**config.mk**
```make
export PLATFORM = sky130hd
export DESIGN_NAME = font_rom_arbiter
export DESIGN_NICKNAME = d
export VERILOG_FILES = /design/src/rtl/font_pkg.sv /design/src/rtl/rr_pick.sv /design/src/rtl/font_rom_arbiter.sv
export SDC_FILE = /design/constraint.sdc
export NUM_CORES = 1
export LEC_CHECK = 0
export ABC_AREA = 1
export BUFFER_PORTS_ARGS = -buffer_cell sky130_fd_sc_hd__buf_2
export CORE_MARGIN = 3
export CORE_UTILIZATION = 30
export CTS_CLUSTER_DIAMETER = 40
export DETAILED_ROUTE_END_ITERATION = 10
export GPL_TIMING_DRIVEN = 0
export PLACE_DENSITY_LB_ADDON = 0.3
export SETUP_SLACK_MARGIN = 0.4
export SYNTH_ARGS = -nofsm -noshare
export SYNTH_HDL_FRONTEND = slang
export SYNTH_SLANG_ARGS = --single-unit
```
**constraint.sdc**
```tcl
create_clock -name clk -period 2 [get_ports clk]
set_clock_uncertainty 0.05 [all_clocks]
set_input_delay 0.4 -clock clk [delete_from_list [all_inputs] [get_ports clk]]
set_output_delay 0.4 -clock clk [all_outputs]
set_load 0.01 [all_outputs]
```
**src/rtl/font_pkg.sv**
```systemverilog
// rtl/font_pkg.sv - shared widths and one-hot/index helpers for the font ROM arbiter
package font_pkg;

    localparam int N_REQ_DEF  = 4;
    localparam int ADDR_W_DEF = 6;
    localparam int DATA_W_DEF = 4;

    // Helpers work at the widest supported requester count; callers slice down.
    localparam int MAX_REQ   = 8;
    localparam int MAX_IDX_W = 3;

    function automatic logic [MAX_REQ-1:0] to_onehot(input logic [MAX_IDX_W-1:0] idx);
        logic [MAX_REQ-1:0] oh;
        oh      = '0;
        oh[idx] = 1'b1;
        return oh;
    endfunction

    function automatic logic [MAX_IDX_W-1:0] to_index(input logic [MAX_REQ-1:0] oh);
        logic [MAX_IDX_W-1:0] idx;
        idx = '0;
        for (int i = 0; i < MAX_REQ; i++) begin
            if (oh[i]) idx = MAX_IDX_W'(i);
        end
        return idx;
    endfunction

endpackage

```
**src/rtl/rr_pick.sv**
```systemverilog
// rtl/rr_pick.sv - combinational round-robin pick starting at ptr
module rr_pick #(
    parameter int N_REQ = 4,
    parameter int IDX_W = 2
) (
    input  logic [N_REQ-1:0] eligible,
    input  logic [IDX_W-1:0] ptr,
    output logic             valid,
    output logic [IDX_W-1:0] idx
);

    // Walk offsets from farthest to nearest so the candidate closest to ptr wins.
    always_comb begin : pick
        int cand;
        valid = 1'b0;
        idx   = '0;
        cand  = 0;
        for (int off = N_REQ - 1; off >= 0; off--) begin
            cand = int'(ptr) + off;
            if (cand >= N_REQ) cand = cand - N_REQ;
            if (eligible[cand]) begin
                valid = 1'b1;
                idx   = IDX_W'(cand);
            end
        end
    end

endmodule

```
**src/rtl/font_rom_arbiter.sv**
```systemverilog
// rtl/font_rom_arbiter.sv - round-robin arbiter sharing one synchronous font ROM among N_REQ requesters
module font_rom_arbiter
    import font_pkg::*;
#(
    parameter int N_REQ  = N_REQ_DEF,
    parameter int ADDR_W = ADDR_W_DEF,
    parameter int DATA_W = DATA_W_DEF
) (
    input  logic                    clk,
    input  logic                    reset_n,
    input  logic [N_REQ-1:0]        req,
    input  logic [N_REQ*ADDR_W-1:0] req_addr,
    output logic [N_REQ-1:0]        grant,
    output logic [ADDR_W-1:0]       rom_addr,
    input  logic [DATA_W-1:0]       rom_dout,
    output logic [N_REQ-1:0]        rsp_valid,
    output logic [DATA_W-1:0]       rsp_data,
    output logic                    busy
);

    localparam int IDX_W = (N_REQ > 1) ? $clog2(N_REQ) : 1;

    logic [IDX_W-1:0]   ptr;
    logic [N_REQ-1:0]   eligible;
    logic               pick_valid;
    logic [IDX_W-1:0]   pick_idx;
    logic [ADDR_W-1:0]  sel_addr;
    logic [MAX_REQ-1:0] pick_oh;

    // A requester that was granted last cycle is still dropping its req; skip it.
    assign eligible = req & ~grant;

    rr_pick #(
        .N_REQ (N_REQ),
        .IDX_W (IDX_W)
    ) u_rr_pick (
        .eligible (eligible),
        .ptr      (ptr),
        .valid    (pick_valid),
        .idx      (pick_idx)
    );

    always_comb begin
        sel_addr = req_addr[pick_idx*ADDR_W +: ADDR_W];
        pick_oh  = to_onehot(MAX_IDX_W'(pick_idx));
    end

    always_ff @(posedge clk or negedge reset_n) begin
        if (!reset_n) begin
            grant     <= '0;
            rsp_valid <= '0;
            rom_addr  <= '0;
            ptr       <= '0;
        end else begin
            rsp_valid <= grant;
            if (pick_valid) begin
                grant    <= pick_oh[N_REQ-1:0];
                rom_addr <= sel_addr;
                if (int'(pick_idx) == N_REQ - 1) ptr <= '0;
                else                             ptr <= pick_idx + 1'b1;
            end else begin
                grant <= '0;
            end
        end
    end

    assign rsp_data = rom_dout;
    assign busy     = (|grant) | (|rsp_valid);

endmodule

```
==> results of run 1 <==
-- cell usage after synthesis (2+ instances only) --
| cell | n | area [um2] |
|---|---|---|
| nand2_1 | 66 | 248 |
| nand3_1 | 26 | 130 |
| inv_1 | 21 | 78.8 |
| dfrtp_1 | 16 | 400 |
| nand2_2 | 8 | 50.1 |
| buf_4 | 6 | 45.0 |
| nor2_1 | 5 | 18.8 |
| inv_2 | 4 | 15.0 |
| buf_6 | 2 | 22.5 |
| nand2_4 | 2 | 22.5 |
| nor4_1 | 2 | 12.5 |
| o21ai_0 | 2 | 10.0 |
-- critical path, stage by stage, from the launching register on --
cell	delay, ps
dfrtp_1	360
buf_8	160
inv_8	50
nand3_1	80
nand2_2	80
nand2_1	70
nand2_2	70
o21ai_0	160
nand2_1	80
nand2_2	80
nand2_4	70
buf_4	170
nand3_1	80
nand2_1	50
nand2_1	60
nand2_1	40
-- power by group through the flow --
stage	registers (uW)	clock network, uW	logic (uW)
floorplan	653	0	1720
global placement	607	0	2250
detailed placement	611	0	2260
CTS	615	288	2950
global route	639	310	3470
finish	615	282	3080
-- logic make-up after synthesis --
kind of cell	synth area share, %
AOI/OAI and AO/OA	2.12
xor gates and xnor gates	2.24
buffers and inverters	14.4
DFF	35.8
and+or+nand+nor	45.5
-- flip-flops by register name (all words and copies together) (netlist names) --
name / count
ptr: 2
rsp_valid: 4
rom_addr: 6
grant: 4
-- metal layers --
| metal | up-vias | track usage, % | share of wire, % |
|---|---|---|---|
| li1 | 649 | - | - |
| met1 | 530 | 18.5 | 43 |
| met2 | 47 | 25.8 | 48 |
| met3 | 5 | 3.37 | 7.4 |
| met4 | 0 | 4.56 | 1.3 |
| met5 | - | 0 | 0 |
-- cell type report --
| class | count | share of cell area, % |
|---|---|---|
| multi-input cells | 117 | 37.5 |
| repair inverters | 1 | 0.429 |
| clock buffers | 4 | 3.15 |
| flip-flops and latches | 16 | 22.9 |
| inverters | 25 | 6.15 |
| well taps | 46 | 3.29 |
| repair buffers | 67 | 22.1 |
| plain buffers | 8 | 4.50 |
-- metrics by stage --
step | hold WS [ps] | utilization [%]
global placement | 274 | 41.6
global route | 20.5 | 50.5
floorplan | 54.4 | -
finish | -5.52 | 50.5
CTS | 8.68 | 48.9
detailed placement | 279 | 41.6
-- final timing paths --
check | cells past startpoint | slack [ps] | endpoint | from
worst max-delay path | 15 | 160 | rom_addr[0] | ptr[0]
worst min-delay path | 1 | -6 | rsp_valid[2] | reset_n
worst max register to register | 15 | 160 | rom_addr[0] | ptr[0]
worst min register to register | 0 | 390 | rsp_valid[1] | grant[1]
max in group asynchronous | 1 | 1630 | ptr[1] | reset_n
min in group clk | 0 | 390 | rsp_valid[1] | grant[1]
-- what timing repair did --
action,in CTS,in global routing
setup endpoints to repair,13,13
hold endpoints to repair,0,0
resized for setup,25,7
gates cloned,2,0
buffers inserted,14,4
pin swaps,19,13
==> impl_results.md, run 1 <==
- Critical path type: reg2reg
- Clock network power share: 7.1%
- Switch Pwr: 1940 uW
- Worst VDD drop: 0.000861 V
- Reg clk slew, reported paths: 60 ps
- Final hold violations: 11
- Worst Hold Class: in2async
- Seq/Total Area, Yosys: 35.8%
- Synth Net Count: 200
- Largest net degree at the start of global routing: 17
- # IOs: 53
- Fill cells: 373
- Initial DRT Pass Iterations: 4
- Total power: 3970 uW
- PortBufs: 48
- Fmax: 542 MHz
- Vias in the first global route: 1214
- WP data arrival: 1940 ps
- Final period utilization: 92.2%
- # rows: 21
- P per Cell Area: 2270 nW/um2
- Reg power frac: 15.5%
- Initial antenna violation count: 0
- Root Buffer: clkbuf_8
- Die area: 4500 um2
- Clk_lat worst skew: 250 ps
- Dpl hpwl: 2.12 mm
- Yosys warning total: 0
- Cts bufs inserted: 3
- Cell-internal power: 2040 uW
- Hold WS: -5.52 ps
- TNS Setup: 0 ps
- Finish-stage setup viols: 0
- Net Sw Frac: 48.8%
- Most common cell after layout, fill and taps aside: nand2_1
- DR WL/cell: 10.7 um
- Pre-CTS setup slack: 74.6 ps
- Final Routed Wirelength: 3.04 mm
- Initial core utilization: 32.3%
- Multi-input gate area in the final layout: 656 um2
- DR iter-0 viols: 49
- Max_cap viols: 0
- Post-synthesis average cell area: 6.75 um2
- Synth Register Bits: 16
- Final min period: 1840 ps
- Gpl congestion: 0.758
- Unrepaired setup endpoints after global routing: yes
- Vias per cell: 4.33
- Crit path capture type: flop
- H-tree levels: 1
- Failing checks: negative hold slack
- Post-layout nets: 273
- Post-Layout Cell Count: 284
- Status: complete, but fails checks
- Cell count after synthesis: 166
- P_leak: 0.00102 uW
- Final Instance Area: 1750 um2
- Slew @ Worst Pin: 342 ps
- Post-synth ARST share: 100%
- First-pass GRT wire length: 5.19 mm
- Cells after DPL: 260
- Critical path required time: 2090 ps
- Tot GR Track Use: 15.0%
- CTS tree: yes
- DRC: 0
- Logic pwr share: 77.4%
- Die Ht: 67.1 um
- Final Worst Setup Slack: 155 ps
- Critical path startpoint category: flop
- Placed Instance Area: 1440 um2
- CTS max path bufs: 2
- Overflow left after global routing: 0
- Number of flops mapped to enable cells by yosys: 0
- Max Slew Vio Count: 0
- Remaining antenna violation count after routing: 0
- Slew HR: 77.2%
- CORE AREA: 3470 um2
- Die Wd: 67.1 um
- Mapped Area: 1120 um2
- Max Fanout on Critical Path: 8
- Antenna fix cells: 0
- Synth Flop Type: dfrtp_1
- Share of cells above drive strength 1: 51.7%
- Area delta synth->final: 56.3%
- Num Clock Sinks: 16
- Sequential cell area: 402 um2
- Synth cell types: 18
- CTS Hold Buffers Added: 0
- Most frequent cells in the layout: nand2_1, buf_2, buf_4
- Vias: 1231
No activity file was read; power rests on OpenSTA's default activity.
==> run 2: changes to the inputs <==
--- a/config.mk
+++ b/config.mk
@@ -12,6 +12,7 @@
 export CTS_CLUSTER_DIAMETER = 40
 export DETAILED_ROUTE_END_ITERATION = 10
 export GPL_TIMING_DRIVEN = 0
+export HOLD_SLACK_MARGIN = 0.1
 export PLACE_DENSITY_LB_ADDON = 0.3
 export SETUP_SLACK_MARGIN = 0.4
 export SYNTH_ARGS = -nofsm -noshare
==> constraint.sdc (replaced) <==
create_clock -name clk -period 1.76 [get_ports clk]
set_clock_uncertainty 0.05 [all_clocks]
set_input_delay 0.352 -clock clk [delete_from_list [all_inputs] [get_ports clk]]
set_output_delay 0.352 -clock clk [all_outputs]
set_load 0.01 [all_outputs]
==> run 2 against run 1 <==
The flow finishes with violations (negative setup slack). Utilization is 0.14 points lower. Fmax is 1.8% lower. Die area stayed put. Power is 14% higher. Global-route usage is 2.0 points lower.
==> impl_results.md, run 2 (synthesis results as in run 1) <==
- Overflow left after global routing: 0 (unchanged)
- Final Worst Setup Slack: -118 ps (was 155 ps)
- Slew @ Worst Pin: 346 ps (was 342 ps)
- Cells after DPL: 260 (unchanged)
- Remaining antenna violation count after routing: 0 (unchanged)
- CTS tree: yes (unchanged)
- TNS Setup: -920 ps (was 0 ps)
- Slew HR: 76.9% (was 77.2%)
- P per Cell Area: 2600 nW/um2 (was 2270 nW/um2)
- Share of cells above drive strength 1: 48.3% (was 51.7%)
- Initial antenna violation count: 0 (unchanged)
- Vias: 1208 (was 1231)
- Worst Hold Class: reg2reg (was in2async)
- Antenna fix cells: 0 (unchanged)
- Critical path type: reg2reg (unchanged)
- Area delta synth->final: 55.9% (was 56.3%)
- Die Ht: 67.1 um (unchanged)
- Fmax: 532 MHz (was 542 MHz)
- Clk_lat worst skew: 240 ps (was 250 ps)
- Max_cap viols: 0 (unchanged)
- Post-layout nets: 269 (was 273)
- Post-Layout Cell Count: 280 (was 284)
- H-tree levels: 1 (unchanged)
- Hold WS: 376 ps (was -5.52 ps)
- Max Fanout on Critical Path: 8 (unchanged)
- Dpl hpwl: 2.13 mm (was 2.12 mm)
- Die area: 4500 um2 (unchanged)
- Final Instance Area: 1750 um2 (about the same)
- Number of flip-flops in the largest register: 6 (unchanged)
- Final hold violations: 0 (was 11)
- Max Slew Vio Count: 0 (unchanged)
- Fill cells: 363 (was 373)
- DR WL/cell: 10.1 um (was 10.7 um)
- Critical path startpoint category: flop (unchanged)
- DR iter-0 viols: 29 (was 49)
- Vias in the first global route: 1111 (was 1214)
- DRC: 0 (unchanged)
- Root Buffer: clkbuf_8 (unchanged)
- CTS max path bufs: 2 (unchanged)
- Largest net degree at the start of global routing: 17 (unchanged)
- Reg clk slew, reported paths: 60 ps (about the same)
- WP data arrival: 1960 ps (was 1940 ps)
- Status: complete, but fails checks (unchanged)
- Initial core utilization: 32.3% (unchanged)
- Num Clock Sinks: 16 (unchanged)
- Biggest register: rom_addr (unchanged)
- CORE AREA: 3470 um2 (unchanged)
- Die Wd: 67.1 um (unchanged)
- Worst VDD drop: 0.00109 V (was 0.000861 V)
- Final min period: 1880 ps (was 1840 ps)
- # IOs: 53 (unchanged)
- Pre-CTS setup slack: -199 ps (was 74.6 ps)
- Vias per cell: 4.31 (was 4.33)
- First-pass GRT wire length: 4.62 mm (was 5.19 mm)
- Cts bufs inserted: 3 (unchanged)
- Final period utilization: 107% (was 92.2%)
- Initial DRT Pass Iterations: 3 (was 4)
- Gpl congestion: 0.740 (was 0.758)
- Tot GR Track Use: 13.1% (was 15.0%)
- Failing checks: negative setup slack (was negative hold slack)
- Finish-stage setup viols: 10 (was 0)
- PortBufs: 48 (unchanged)
- # rows: 21 (unchanged)
- Critical path required time: 1850 ps (was 2090 ps)
- Placed Instance Area: 1440 um2 (unchanged)
- Final Routed Wirelength: 2.83 mm (was 3.04 mm)
- Crit path capture type: flop (unchanged)
- Biggest regs: rom_addr: 6 flops, grant: 4 flops, rsp_valid: 4 flops (unchanged)
- Most common cell after layout, fill and taps aside: nand2_1 (unchanged)
- P_leak: 0.00101 uW (was 0.00102 uW)
- Unrepaired setup endpoints after global routing: yes (unchanged)
- Most frequent cells in the layout: nand2_1, buf_2, nand3_1 (was nand2_1, buf_2, buf_4)
[run 2: cell types whose count changed in the layout (fill, tap and decap cells not counted), moves of 2 or more]
| cell | delta |
|---|---|
| nand3_1 | +3 |
| clkinvlp_4 | -2 |
| buf_4 | -7 |
| nand2_1 | +2 |
| nand2_2 | -3 |
| nand3_2 | -3 |
[run 2: area by class of cell]
| class | count | area (um2) | area share, % |
|---|---|---|---|
| buffer | 8 | 82.6 | 4.73 |
| tap | 46 | 57.6 | 3.30 |
| clock buffer | 4 | 55.1 | 3.15 |
| inverter | 25 | 109 | 6.24 |
| timing repair buffer | 64 | 392 | 22.4 |
| multi-input combinational | 117 | 648 | 37.1 |
| sequential | 16 | 402 | 23.0 |
[run 2: path summary, 6_finish.rpt]
kind / from / to / slack [ps] / depth (start not counted)
setup / recovery: ptr[0] / ptr[0] / -120 / 15
hold / removal: grant[1] / rsp_valid[1] / 380 / 0
hold reg to reg: grant[1] / rsp_valid[1] / 380 / 0
min in group asynchronous: reset_n / ptr[0] / 500 / 2
setup reg to reg: ptr[0] / ptr[0] / -120 / 15
max in group asynchronous: reset_n / ptr[1] / 880 / 2
[run 2: where the power goes]
part           switching [uW]  leakage, uW  internal [uW]  total [uW]
combinational            1900     0.000786           1630        3530
clock                     114    0.0000288            198         312
sequential                134     0.000198            568         702
[run 2: metal layers]
layer  GRT usage [%]  vias to the layer above  part of all wire, %
li1                -                      642                    -
met1            16.6                      520                   45
met2            21.6                       44                   46
met3            3.88                        2                  8.2
met4            3.04                        0                 0.64
met5               0                        -                    0
[run 2: worst max-delay path, stage by stage (launching register included)]
cell and delay [ps]:
dfrtp_1 380, buf_8 160, inv_8 60, nand3_2 60, nand2_2 100, nand2_4 70, nand2_4 80, inv_2 40
a21oi_2 130, nand2_2 110, nand2_4 130, clkbuf_16 150, buf_6 90, clkinv_4 40, nand2_2 60, o21ai_1 60
[run 2: timing repair]
| item | CTS | global route |
|---|---|---|
| buffers inserted | 4 | 10 |
| resized for setup | 6 | 27 |
| cloned | 0 | 1 |
| pin swaps | 6 | 22 |
| hold buffers | 1 | 0 |
| setup endpoints to repair | 13 | 13 |
| hold endpoints to repair | 16 | 0 |
[run 2: per-stage QoR]
step	total power [uW]	utilization, %
2_1_floorplan	2690	-
3_3_place_gp	3250	41.6
3_5_place_dp	3280	41.6
4_1_cts	3840	44.8
5_1_grt	5040	50.3
6_report	4540	50.3
==> run 3: changes to the inputs <==
--- a/config.mk
+++ b/config.mk
@@ -13,8 +13,7 @@
 export DETAILED_ROUTE_END_ITERATION = 10
 export GPL_TIMING_DRIVEN = 0
 export HOLD_SLACK_MARGIN = 0.1
-export PLACE_DENSITY_LB_ADDON = 0.3
-export SETUP_SLACK_MARGIN = 0.4
+export PLACE_DENSITY = 0.53
 export SYNTH_ARGS = -nofsm -noshare
 export SYNTH_HDL_FRONTEND = slang
 export SYNTH_SLANG_ARGS = --single-unit
==> run 3 against run 2 <==
The flow still finishes with violations (negative setup slack). Hold slack improved by 1.9 ps. Sequential power decreased by 0.7%. Combinational power decreased by 4%. Sequential cell count unchanged. Utilization decreased by 0.54 points. Clock power increased by 2%. Register-to-register slack about the same.
==> impl_results.md, run 3 (synthesis results as in run 1) <==
- Die area: 4500 um2 (unchanged)
- Final Routed Wirelength: 2.95 mm (was 2.83 mm)
- Vias in the first global route: 1079 (was 1111)
- Worst Hold Class: reg2reg (unchanged)
- Worst R2R Start: ptr[0] (unchanged)
- CTS tree: yes (unchanged)
- Post-layout nets: 268 (was 269)
- Num Clock Sinks: 16 (unchanged)
- Status: complete, but fails checks (unchanged)
- P_leak: 0.00100 uW (was 0.00101 uW)
- Worst VDD drop: 0.00107 V (was 0.00109 V)
- Most used cell, CP: nand2_1
- Final period utilization: 107% (about the same)
- Largest net degree at the start of global routing: 17 (unchanged)
- Share of cells above drive strength 1: 51.9% (was 48.3%)
- Max Slew Vio Count: 0 (unchanged)
- Unrepaired setup endpoints after global routing: yes (unchanged)
- Critical path type: reg2reg (unchanged)
- Setup crit end: rom_addr[2] (was ptr[0])
- Root Buffer: clkbuf_8 (unchanged)
- H-tree levels: 1 (unchanged)
- Gpl congestion: 0.774 (was 0.740)
- Fmax: 530 MHz (was 532 MHz)
- Number of flip-flops in the largest register: 6 (unchanged)
- Critical path required time: 1850 ps (about the same)
- First-pass GRT wire length: 4.60 mm (was 4.62 mm)
- Worst reg2reg endpoint: rom_addr[2] (was ptr[0])
- Final design utilization: 49.8% (was 50.3%)
- Worst r2r path cells: 10 (was 15)
- Initial core utilization: 32.3% (unchanged)
- Clk_lat worst skew: 240 ps (about the same)
- Initial DRT Pass Iterations: 4 (was 3)
- Vias: 1250 (was 1208)
- Area delta synth->final: 54.2% (was 55.9%)
- Critical path startpoint category: flop (unchanged)
- Slew @ Worst Pin: 355 ps (was 346 ps)
- # IOs: 53 (unchanged)
- Vias per cell: 4.48 (was 4.31)
- Initial antenna violation count: 0 (unchanged)
- Finish-stage setup viols: 9 (was 10)
- Final Instance Area: 1730 um2 (was 1750 um2)
- Final min period: 1890 ps (was 1880 ps)
- Die Ht: 67.1 um (unchanged)
- Overflow left after global routing: 0 (unchanged)
- Tot GR Track Use: 13.0% (was 13.1%)
- CORE AREA: 3470 um2 (unchanged)
- PortBufs: 48 (unchanged)
- Dpl hpwl: 2.18 mm (was 2.13 mm)
- Biggest register: rom_addr (unchanged)
- DRC: 0 (unchanged)
- Biggest regs: rom_addr: 6 flops, grant: 4 flops, rsp_valid: 4 flops (unchanged)
- Remaining antenna violation count after routing: 0 (unchanged)
- CTS max path bufs: 2 (unchanged)
- # rows: 21 (unchanged)
- P per Cell Area: 2560 nW/um2 (was 2600 nW/um2)
- Final hold violations: 0 (unchanged)
- Reg clk slew, reported paths: 60 ps (about the same)
- Crit path capture type: flop (unchanged)
- Most frequent cells in the layout: buf_2, nand2_1, nand2_2 (was nand2_1, buf_2, nand3_1)
- Fill cells: 372 (was 363)
- Crit-path cells: buf_8, xor2_2, nand2_1, nand2_2, buf_4, buf_4, nor4_4, clkinvlp_4, nand2_1, nand2_1 (was buf_8, inv_8, nand3_2, nand2_2, nand2_4, nand2_4, inv_2, a21oi_2, nand2_2, nand2_4, clkbuf_16, buf_6, clkinv_4, nand2_2, o21ai_1)
- WP data arrival: 1980 ps (was 1960 ps)
- Antenna fix cells: 0 (unchanged)
- Origin of the worst setup path: ptr[0] (unchanged)
- DR iter-0 viols: 19 (was 29)
- Placed Instance Area: 1420 um2 (was 1440 um2)
- Worst R2R Setup Slack: -130 ps (was -120 ps)
- Slew HR: 76.2% (was 76.9%)
- Hold WS: 378 ps (was 376 ps)
- CP peak stage delay: 380 ps (about the same)
- Max_cap viols: 0 (unchanged)
- Final Worst Setup Slack: -127 ps (was -118 ps)
- Die Wd: 67.1 um (unchanged)
- Max Fanout on Critical Path: 8 (unchanged)
- Failing checks: negative setup slack (unchanged)
- Cts bufs inserted: 3 (unchanged)
- Slowest CP cell: dfrtp_1 (unchanged)
- DR WL/cell: 10.6 um (was 10.1 um)
- Most common cell after layout, fill and taps aside: buf_2 (was nand2_1)
-- run 3: where the power goes --
part           switching (uW)  leakage [uW]  internal (uW)
logic                    1940      0.000775           1460
clock network             120     0.0000288            198
registers                 129      0.000198            568
-- run 3: per-layer routing --
| metal | part of all wire (%) | global-route usage (%) |
|---|---|---|
| met3 | 7.9 | 3.88 |
| met2 | 49 | 22.0 |
| met5 | 0 | 0 |
| met4 | 0 | 0.759 |
| met1 | 43 | 16.9 |
-- run 3: cell type report --
type / instances / area (um2) / area share, %
well taps: 46 / 57.6 / 3.33
repair buffers: 62 / 355 / 20.6
multi-input cells: 117 / 667 / 38.6
flip-flops and latches: 16 / 402 / 23.3
repair inverters: 1 / 7.51 / 0.435
inverters: 25 / 104 / 6.01
plain buffers: 8 / 78.8 / 4.57
clock buffers: 4 / 55.1 / 3.19
-- run 3: what timing repair did --
action                                  4_1_cts  5_1_grt
hold buffers                                  1        0
pin swaps                                     8       27
buffers inserted                              7        5
gates resized for setup                      19       28
cloned                                        1        2
endpoints found under the setup margin        9       12
hold endpoints to repair                     16        0
-- run 3: worst min-delay path by stage --
stage / start / endpoint / slack, ps / depth (start not counted)
2_1_floorplan: reset_n / grant[0] / 6 / 0
3_3_place_gp: reset_n / rsp_valid[2] / 230 / 1
3_5_place_dp: reset_n / rsp_valid[2] / 230 / 1
4_1_cts: grant[3] / rsp_valid[3] / 390 / 0
5_1_grt: grant[2] / rsp_valid[2] / 400 / 0
6_report: grant[2] / rsp_valid[2] / 380 / 0
-- run 3: per-stage QoR --
step	instances	setup slack [ps]	setup TNS, ps	power, uW
detailed placement	260	-249	-1640	3260
global route	279	-288	-2230	4880
floorplan	166	23.1	0	2640
global placement	260	-250	-1600	3240
CTS	273	-94.5	-569	3990
finish	279	-127	-934	4420
-- run 3: critical path: cells and delay by family (launching register included) --
kind	cells	cell delay (ps)
flip-flops	1	380
XOR/XNOR	1	180
buffers and inverters	4	640
AND/OR/NAND/NOR	5	540
